**src/rtl/uart_rx_event_detect.sv**
```systemverilog
// Registers the receiver handshake and produces one event per rising edge
// of (valid|ferror|perror), split into good-byte and error-byte events.
module uart_rx_event_detect (
    input  logic       clk,
    input  logic       rst_n,
    input  logic       clear_i,
    input  logic       valid_i,
    input  logic       ferr_i,
    input  logic       perr_i,
    input  logic [7:0] data_i,
    output logic       ev_good_o,
    output logic       ev_err_o,
    output logic [7:0] data_o
);

    logic       valid_q;
    logic       ferr_q;
    logic       perr_q;
    logic [7:0] data_q;
    logic       prev_any_q;
    logic       any_s;
    logic       event_s;

    assign any_s   = valid_q | ferr_q | perr_q;
    assign event_s = any_s & ~prev_any_q;

    // Sample stage plus the previous-sample register for edge detection.
    always_ff @(posedge clk or negedge rst_n) begin
        if (!rst_n) begin
            valid_q    <= 1'b0;
            ferr_q     <= 1'b0;
            perr_q     <= 1'b0;
            data_q     <= 8'h00;
            prev_any_q <= 1'b0;
        end else if (clear_i) begin
            valid_q    <= 1'b0;
            ferr_q     <= 1'b0;
            perr_q     <= 1'b0;
            data_q     <= 8'h00;
            prev_any_q <= 1'b0;
        end else begin
            valid_q    <= valid_i;
            ferr_q     <= ferr_i;
            perr_q     <= perr_i;
            data_q     <= data_i;
            prev_any_q <= any_s;
        end
    end

    assign ev_err_o  = event_s & (ferr_q | perr_q);
    assign ev_good_o = event_s & ~(ferr_q | perr_q);
    assign data_o    = data_q;

endmodule

```
**config.mk**
```make
export PLATFORM = sky130hd
export DESIGN_NAME = uart_rx_event_detect
export DESIGN_NICKNAME = d
export VERILOG_FILES = /design/src/rtl/uart_rx_event_detect.sv
export SDC_FILE = /design/constraint.sdc
export NUM_CORES = 1
export LEC_CHECK = 0
export CAP_MARGIN = 5
export CORE_AREA = 2 2 39 41
export CTS_BUF_LIST = sky130_fd_sc_hd__clkbuf_4 sky130_fd_sc_hd__clkbuf_8
export CTS_CLUSTER_DIAMETER = 30
export CTS_CLUSTER_SIZE = 25
export DETAILED_ROUTE_END_ITERATION = 10
export DIE_AREA = 0 0 41 43
export PLACE_DENSITY = 0.81
export SYNTH_ARGS = -nofsm -noshare
export SYNTH_HDL_FRONTEND = slang
export SYNTH_SLANG_ARGS = --single-unit
export TNS_END_PERCENT = 50
```
**constraint.sdc**
```tcl
create_clock -name clk -period 0.8 [get_ports clk]
set_input_delay 0.24 -clock clk [delete_from_list [all_inputs] [get_ports clk]]
set_output_delay 0.24 -clock clk [all_outputs]
set_load 0.05 [all_outputs]
```
==> results of run 1 <==
==> stage by stage <==
step,setup slack [ns],power [mW],cell area (um^2),TNS (ns)
floorplan,-0.508,0.818,444,-0.943
global placement,-0.318,1.05,841,-3.59
detailed placement,-0.340,1.06,841,-3.71
CTS,-0.630,1.54,908,-3.52
global route,-0.650,1.60,923,-3.81
finish,-0.624,1.53,923,-3.47
==> how the worst max path moves through the flow <==
stage / startpoint / to / slack, ns / cells past startpoint
3_3_place_gp: prev_any_q / ev_good_o / -0.32 / 2
5_1_grt: prev_any_q / ev_good_o / -0.65 / 2
3_5_place_dp: prev_any_q / ev_good_o / -0.34 / 2
2_1_floorplan: prev_any_q / ev_good_o / -0.51 / 1
4_1_cts: ferr_q / ev_good_o / -0.63 / 2
6_report: perr_q / ev_good_o / -0.62 / 2
==> cell type report <==
cell class / count / area, um^2
Fill cell: 99 / 460
Timing Repair Buffer: 31 / 410
Sequential cell: 12 / 304
Multi-Input combinational cell: 16 / 153
Clock buffer: 4 / 36.3
Tap cell: 16 / 20.0
==> worst max-delay path, cell delays in order, from the launching register on <==
cell and delay, ns:
dfrtp_1 0.42, nor4b_4 0.32, buf_12 0.18
==> sequential cells by signal (all words and copies together), names as in the netlist <==
name and flops:
data_o 8, ferr_q 1, perr_q 1, valid_q 1
prev_any_q 1
==> logic make-up after synthesis <==
kind of cell | count (synthesis) | synth area share (%)
simple gates | 16 | 27.4
buf+inv | 1 | 2.62
flops | 12 | 70.0
==> per-layer routing <==
metal | GRT usage [%] | vias to the layer above
met5 | 0 | -
met4 | 6.00 | 0
met3 | 4.19 | 0
met2 | 20.0 | 15
met1 | 13.1 | 153
li1 | - | 157
==> timing repair <==
item / 4_1_cts / 5_1_grt
setup endpoints to repair: 11 / 11
pin swaps: 2 / 2
resized for setup: 5 / 2
setup buffers: 1 / 1
endpoints found under the hold margin: 0 / 0
gates cloned: 0 / 0
==> power groups by stage <==
stage,Combinational [mW],Sequential [mW],Clock [mW]
CTS,0.400,0.669,0.472
global route,0.426,0.672,0.501
detailed placement,0.377,0.681,0
floorplan,0.0755,0.743,0
global placement,0.371,0.679,0
finish,0.403,0.670,0.458
==> cell usage in the layout (no fill, tap or decap), types with 2 or more instances in the layout <==
cell type,synthesis,final
buf_12,0,11
buf_4,0,5
buf_6,1,2
clkbuf_4,0,3
clkdlybuf4s50_1,0,13
dfrtp_1,12,9
dfrtp_2,0,3
nor2_4,0,2
nor2b_1,4,4
nor2b_2,7,7
==> key figures, run 1 <==
Outcome
  • Status: finished, violations left
  • Violated checks: setup timing

Detailed routing
  • Met3 routed wirelength: 79 um
  • Drt wl/cell: 11.0 um
  • Uppermost layer routed: met3
  • Met1 wire length: around 280 um
  • 1st-iter DRT viols: 8
  • Post-route ant nets: 0
  • Routed WL: 872 um
  • WL met2: 510 um
  • Via count: 325
  • First-pass iteration count of the detailed router: 2
  • Via/cell ratio: 4.11
  • DRC Markers: 0

Power and ir drop
  • Power Dens Cells: 1660 nW/um^2
  • Combinational share of power: 26.3%
  • Clk pwr share: 29.9%
  • Psw: 384 uW
  • P_int: approximately 1.1 mW
  • Lkg Pwr: 0.405 nW
  • Peak VDD IR: 1.13 mV
  • Sw Ratio: 25.1%
  • Seq pwr share: a little over two fifths

Yosys
  • Top FF cell, synth: dfrtp_1
  • Post-synth top cells: dfrtp_1, nor2b_2, nor2b_1
  • Yosys cell types: 7
  • Syn Nets: 43
  • Post-synth top area share: 70.0%
  • Mapped Area: 429 um^2
  • EDFF count, synth: 0
  • Mean Syn Cell Area: approximately 15 um^2
  • Largest cells by area after synthesis: dfrtp_1, nor2b_2, nor2b_1
  • Yosys warning count: 0
  • Async SR Flop Fraction: 100%
  • Sequential share of the synthesized area: 70.0%
  • Count leader, synth: dfrtp_1
  • Cell taking the most area after synthesis: dfrtp_1
  • Synth Instances: 29
  • Yosys reg bits: 12

STA
  • WHS: 0.290 ns
  • Slew Viols, Final: 0
  • Setup ws final: -0.624 ns
  • Fmax: 702 MHz
  • Fin. Hold Viols: 0
  • Final Cycle Share: 178%
  • Min cycle time layout: roughly 1.4 ns
  • Worst-Margin Slew: 0.264 ns
  • Clk_skew: approximately 0.00063 ns
  • Slew headroom: 82.3%
  • Final setup violation count: 11
  • Unrepaired setup endpoints after global routing: yes

Clock network
  • Worst-path clk slew: 0.07 ns
  • Worst-Skew Late Latency: 0.26 ns
  • CTS max path bufs: 2
  • Clock root buffer: clkbuf_4
  • CTS sink cnt: 12
  • CTS Hold Buffers Added: 0
  • CTS tree: yes
  • CTS Buf Count: 3
  • CTS H-tree depth: 1

Layout
  • Fin util: 66.7%
  • Ratio of cells with drive above 1 in the final layout: 57.1%
  • Layout net count: 78
  • # diodes: 0
  • Syn-to-layout area delta: 115%
  • Fin cells: 79

Worst setup path
  • CP Data Arrival Time: 1.18 ns
  • Flop2flop setup slack: -0.19 ns
  • RR Startpoint: perr_q
  • FF-to-FF path depth: 4
  • CP Launch Type: flip-flop
  • Critical setup path kind: reg -> out
  • Worst setup EP type: primary output
  • Largest fanout on the critical path: 2
  • Worst endpoint required time: 0.56 ns
  • RR Endpoint: prev_any_q

Floorplan
  • Die width: 41 um
  • Ports: 24
  • Die height: 43 um
  • CORE AREA: 1380 um^2
  • Starting Density: between 30% and 40%
  • Site Rows: 14
  • Die ar.: ~1800 um^2

GRT
  • Gr usage total: 12.2%
  • Vias in the first global route: 359
  • Initial antenna violation count: 0
  • Largest net degree at the start of global routing: 13
  • Residual overflow from global routing: 0
  • First-pass GRT wire length: 1390 um

Place
  • GP Congestion: 0.483
  • Placed cell count: 73
  • Port Buffers: 23
  • Detailed-placement wirelength estimate: 678 um

Worst hold path
  • Hold/Removal Path Class: in -> async

Job
  • Maxcap violations: 0
Note: power is estimated with default switching activity, not from simulation.
==> run 2: changes to the inputs <==
--- a/config.mk
+++ b/config.mk
@@ -14,4 +14,5 @@
 export DIE_AREA = 0 0 41 43
 export PLACE_DENSITY = 0.81
+export SKIP_LAST_GASP = 1
 export SYNTH_ARGS = -nofsm -noshare
 export SYNTH_HDL_FRONTEND = slang
==> constraint.sdc (replaced) <==
create_clock -name clk -period 0.8 [get_ports clk]
set_input_delay 0.16 -clock clk [delete_from_list [all_inputs] [get_ports clk]]
set_output_delay 0.16 -clock clk [all_outputs]
set_load 0.05 [all_outputs]
==> key figures, run 2 (same netlist as run 1, synthesis figures left out) <==
Outcome
  • Status: finished, violations left
  • Violated checks: setup timing

Layout
  • Ratio of cells with drive above 1 in the final layout: between 40 and 50%
  • Layout net count: 75
  • Reg area: 300 um^2
  • # diodes: 0
  • Total of fill cells in the finished design: 105
  • Most frequent cells in the layout: clkdlybuf4s50_1, dfrtp_1, buf_12, nor2b_2, nor2b_1
  • Final instance area: slightly below 900 um^2
  • Multi-input logic area: 141 um^2
  • Most common cell after layout, fill and taps aside: clkdlybuf4s50_1
  • Max FFs per register: 8
  • Fin cells: 75
  • Syn-to-layout area delta: 102%

GRT
  • Largest net degree at the start of global routing: 13
  • Vias in the first global route: between 200 and 300
  • Gr usage total: 10.9%
  • Initial antenna violation count: 0
  • Residual overflow from global routing: 0
  • First-pass GRT wire length: between 1000 and 1500 um

Detailed routing
  • Drt wl/cell: 10.9 um
  • Via/cell ratio: 4.09
  • 1st-iter DRT viols: 0
  • Routed WL: 814 um
  • Post-route ant nets: 0
  • Via count: 307
  • First-pass iteration count of the detailed router: 1
  • DRC Markers: 0

STA
  • Final setup violation count: 11
  • Clk_skew: 0.00128 ns
  • Worst-Margin Slew: between 0.2 and 0.3 ns
  • Setup ws final: -0.530 ns
  • Unrepaired setup endpoints after global routing: yes
  • Slew headroom: 82.9%
  • Fin. Hold Viols: 0
  • Fmax: ~750 MHz
  • Slew Viols, Final: 0
  • Final Cycle Share: 166%
  • WHS: 0.225 ns
  • Min cycle time layout: 1.33 ns

Place
  • GP Congestion: 0.592
  • Port Buffers: 23
  • Placed cell count: 72
  • Detailed-placement wirelength estimate: 696 um
  • DP Area: 830 um^2

Power and ir drop
  • Total power: 1.39 mW
  • Peak VDD IR: approximately 0.90 mV
  • Power Dens Cells: 1600 nW/um^2
  • Lkg Pwr: 0.383 nW

Worst hold path
  • Hold/Removal Path Class: in -> async

Worst setup path
  • CP top delay family: flip-flops
  • CP Data Arrival Time: ~1.2 ns
  • CP Launch Type: flip-flop
  • Worst-path cell chain: nor4b_4, buf_12
  • Largest fanout on the critical path: 2
  • Worst endpoint required time: 0.64 ns
  • Worst setup EP type: primary output
  • CP peak stage delay: 0.41 ns
  • Slowest stage cell on the critical path: dfrtp_1
  • Critical setup path kind: reg -> out
  • Worst setup path startpoint: prev_any_q
  • Critical path buffer and inverter count: 1
  • Flop2flop setup slack: -0.13 ns
  • RR Startpoint: perr_q

Clock network
  • Post-CTS Setup Bufs: 0
  • CTS max path bufs: 2
  • Clock root buffer: clkbuf_4
  • CTS H-tree depth: 1
  • Worst-Skew Late Latency: 0.26 ns
  • Worst-path clk slew: 0.06 ns
  • CTS sink cnt: 12
  • CTS tree: yes
  • CTS Buf Count: 3

Floorplan
  • CORE AREA: 1380 um^2
  • Starting Density: a little under a third
  • Die width: between 40 and 50 um
  • Die height: ~43 um
  • Site Rows: 14
  • Die ar.: between 1500 and 2000 um^2
  • Ports: 24

Job
  • Maxcap violations: 0
## run 2: changes by cell type in the layout (fill, tap and decap cells not counted)
| cell | previous run | this run |
|---|---|---|
| dfrtp_2 | 3 | 0 |
| buf_4 | 5 | 3 |
| nor3_4 | 1 | 0 |
| dfrtp_1 | 9 | 12 |
| buf_6 | 2 | 1 |
| clkbuf_8 | 1 | 0 |
| nor3_1 | 0 | 1 |
## run 2: metal layers
layer  routed length, um  vias to the layer above  global-route usage, %
met3                  59                        0                   4.71
met4                   0                        0                   8.00
met5                   0                        -                      0
met1                 322                      141                   12.4
met2                 432                       14                   15.3
li1                    -                      152                      -
## run 2: power by group
part | switching (mW) | leakage, nW | internal (mW)
Combinational | 0.164 | 0.215 | 0.215
Clock | 0.166 | 0.0138 | 0.174
Sequential | 0.0309 | 0.154 | 0.639
## run 2: area by class of cell
| cell class | instances | area share, % |
|---|---|---|
| Sequential cell | 12 | 34.6 |
| Clock buffer | 3 | 2.59 |
| Tap cell | 16 | 2.31 |
| Timing Repair Buffer | 28 | 44.2 |
| Multi-Input combinational cell | 16 | 16.3 |
## run 2: final timing paths
path,endpoint,cells after the start
min in group clk,data_o[5],2
max in group asynchronous,data_o[4],2
worst max-delay path,ev_good_o,2
worst max register to register,prev_any_q,3
worst min-delay path,prev_any_q,2
worst min register to register,prev_any_q,2
## run 2: per-stage QoR
stage,setup TNS (ns),worst slack (ns),utilization [%]
floorplan,-0.654,-0.428,-
global placement,-2.28,-0.237,59.9
detailed placement,-2.50,-0.255,59.9
CTS,-2.62,-0.545,62.7
global route,-2.85,-0.582,62.7
finish,-2.48,-0.530,62.7
## run 2: what timing repair did
| action | CTS | global route |
|---|---|---|
| gates resized for setup | 4 | 0 |
| endpoints found under the setup margin | 11 | 11 |
| hold buffers | 0 | 0 |
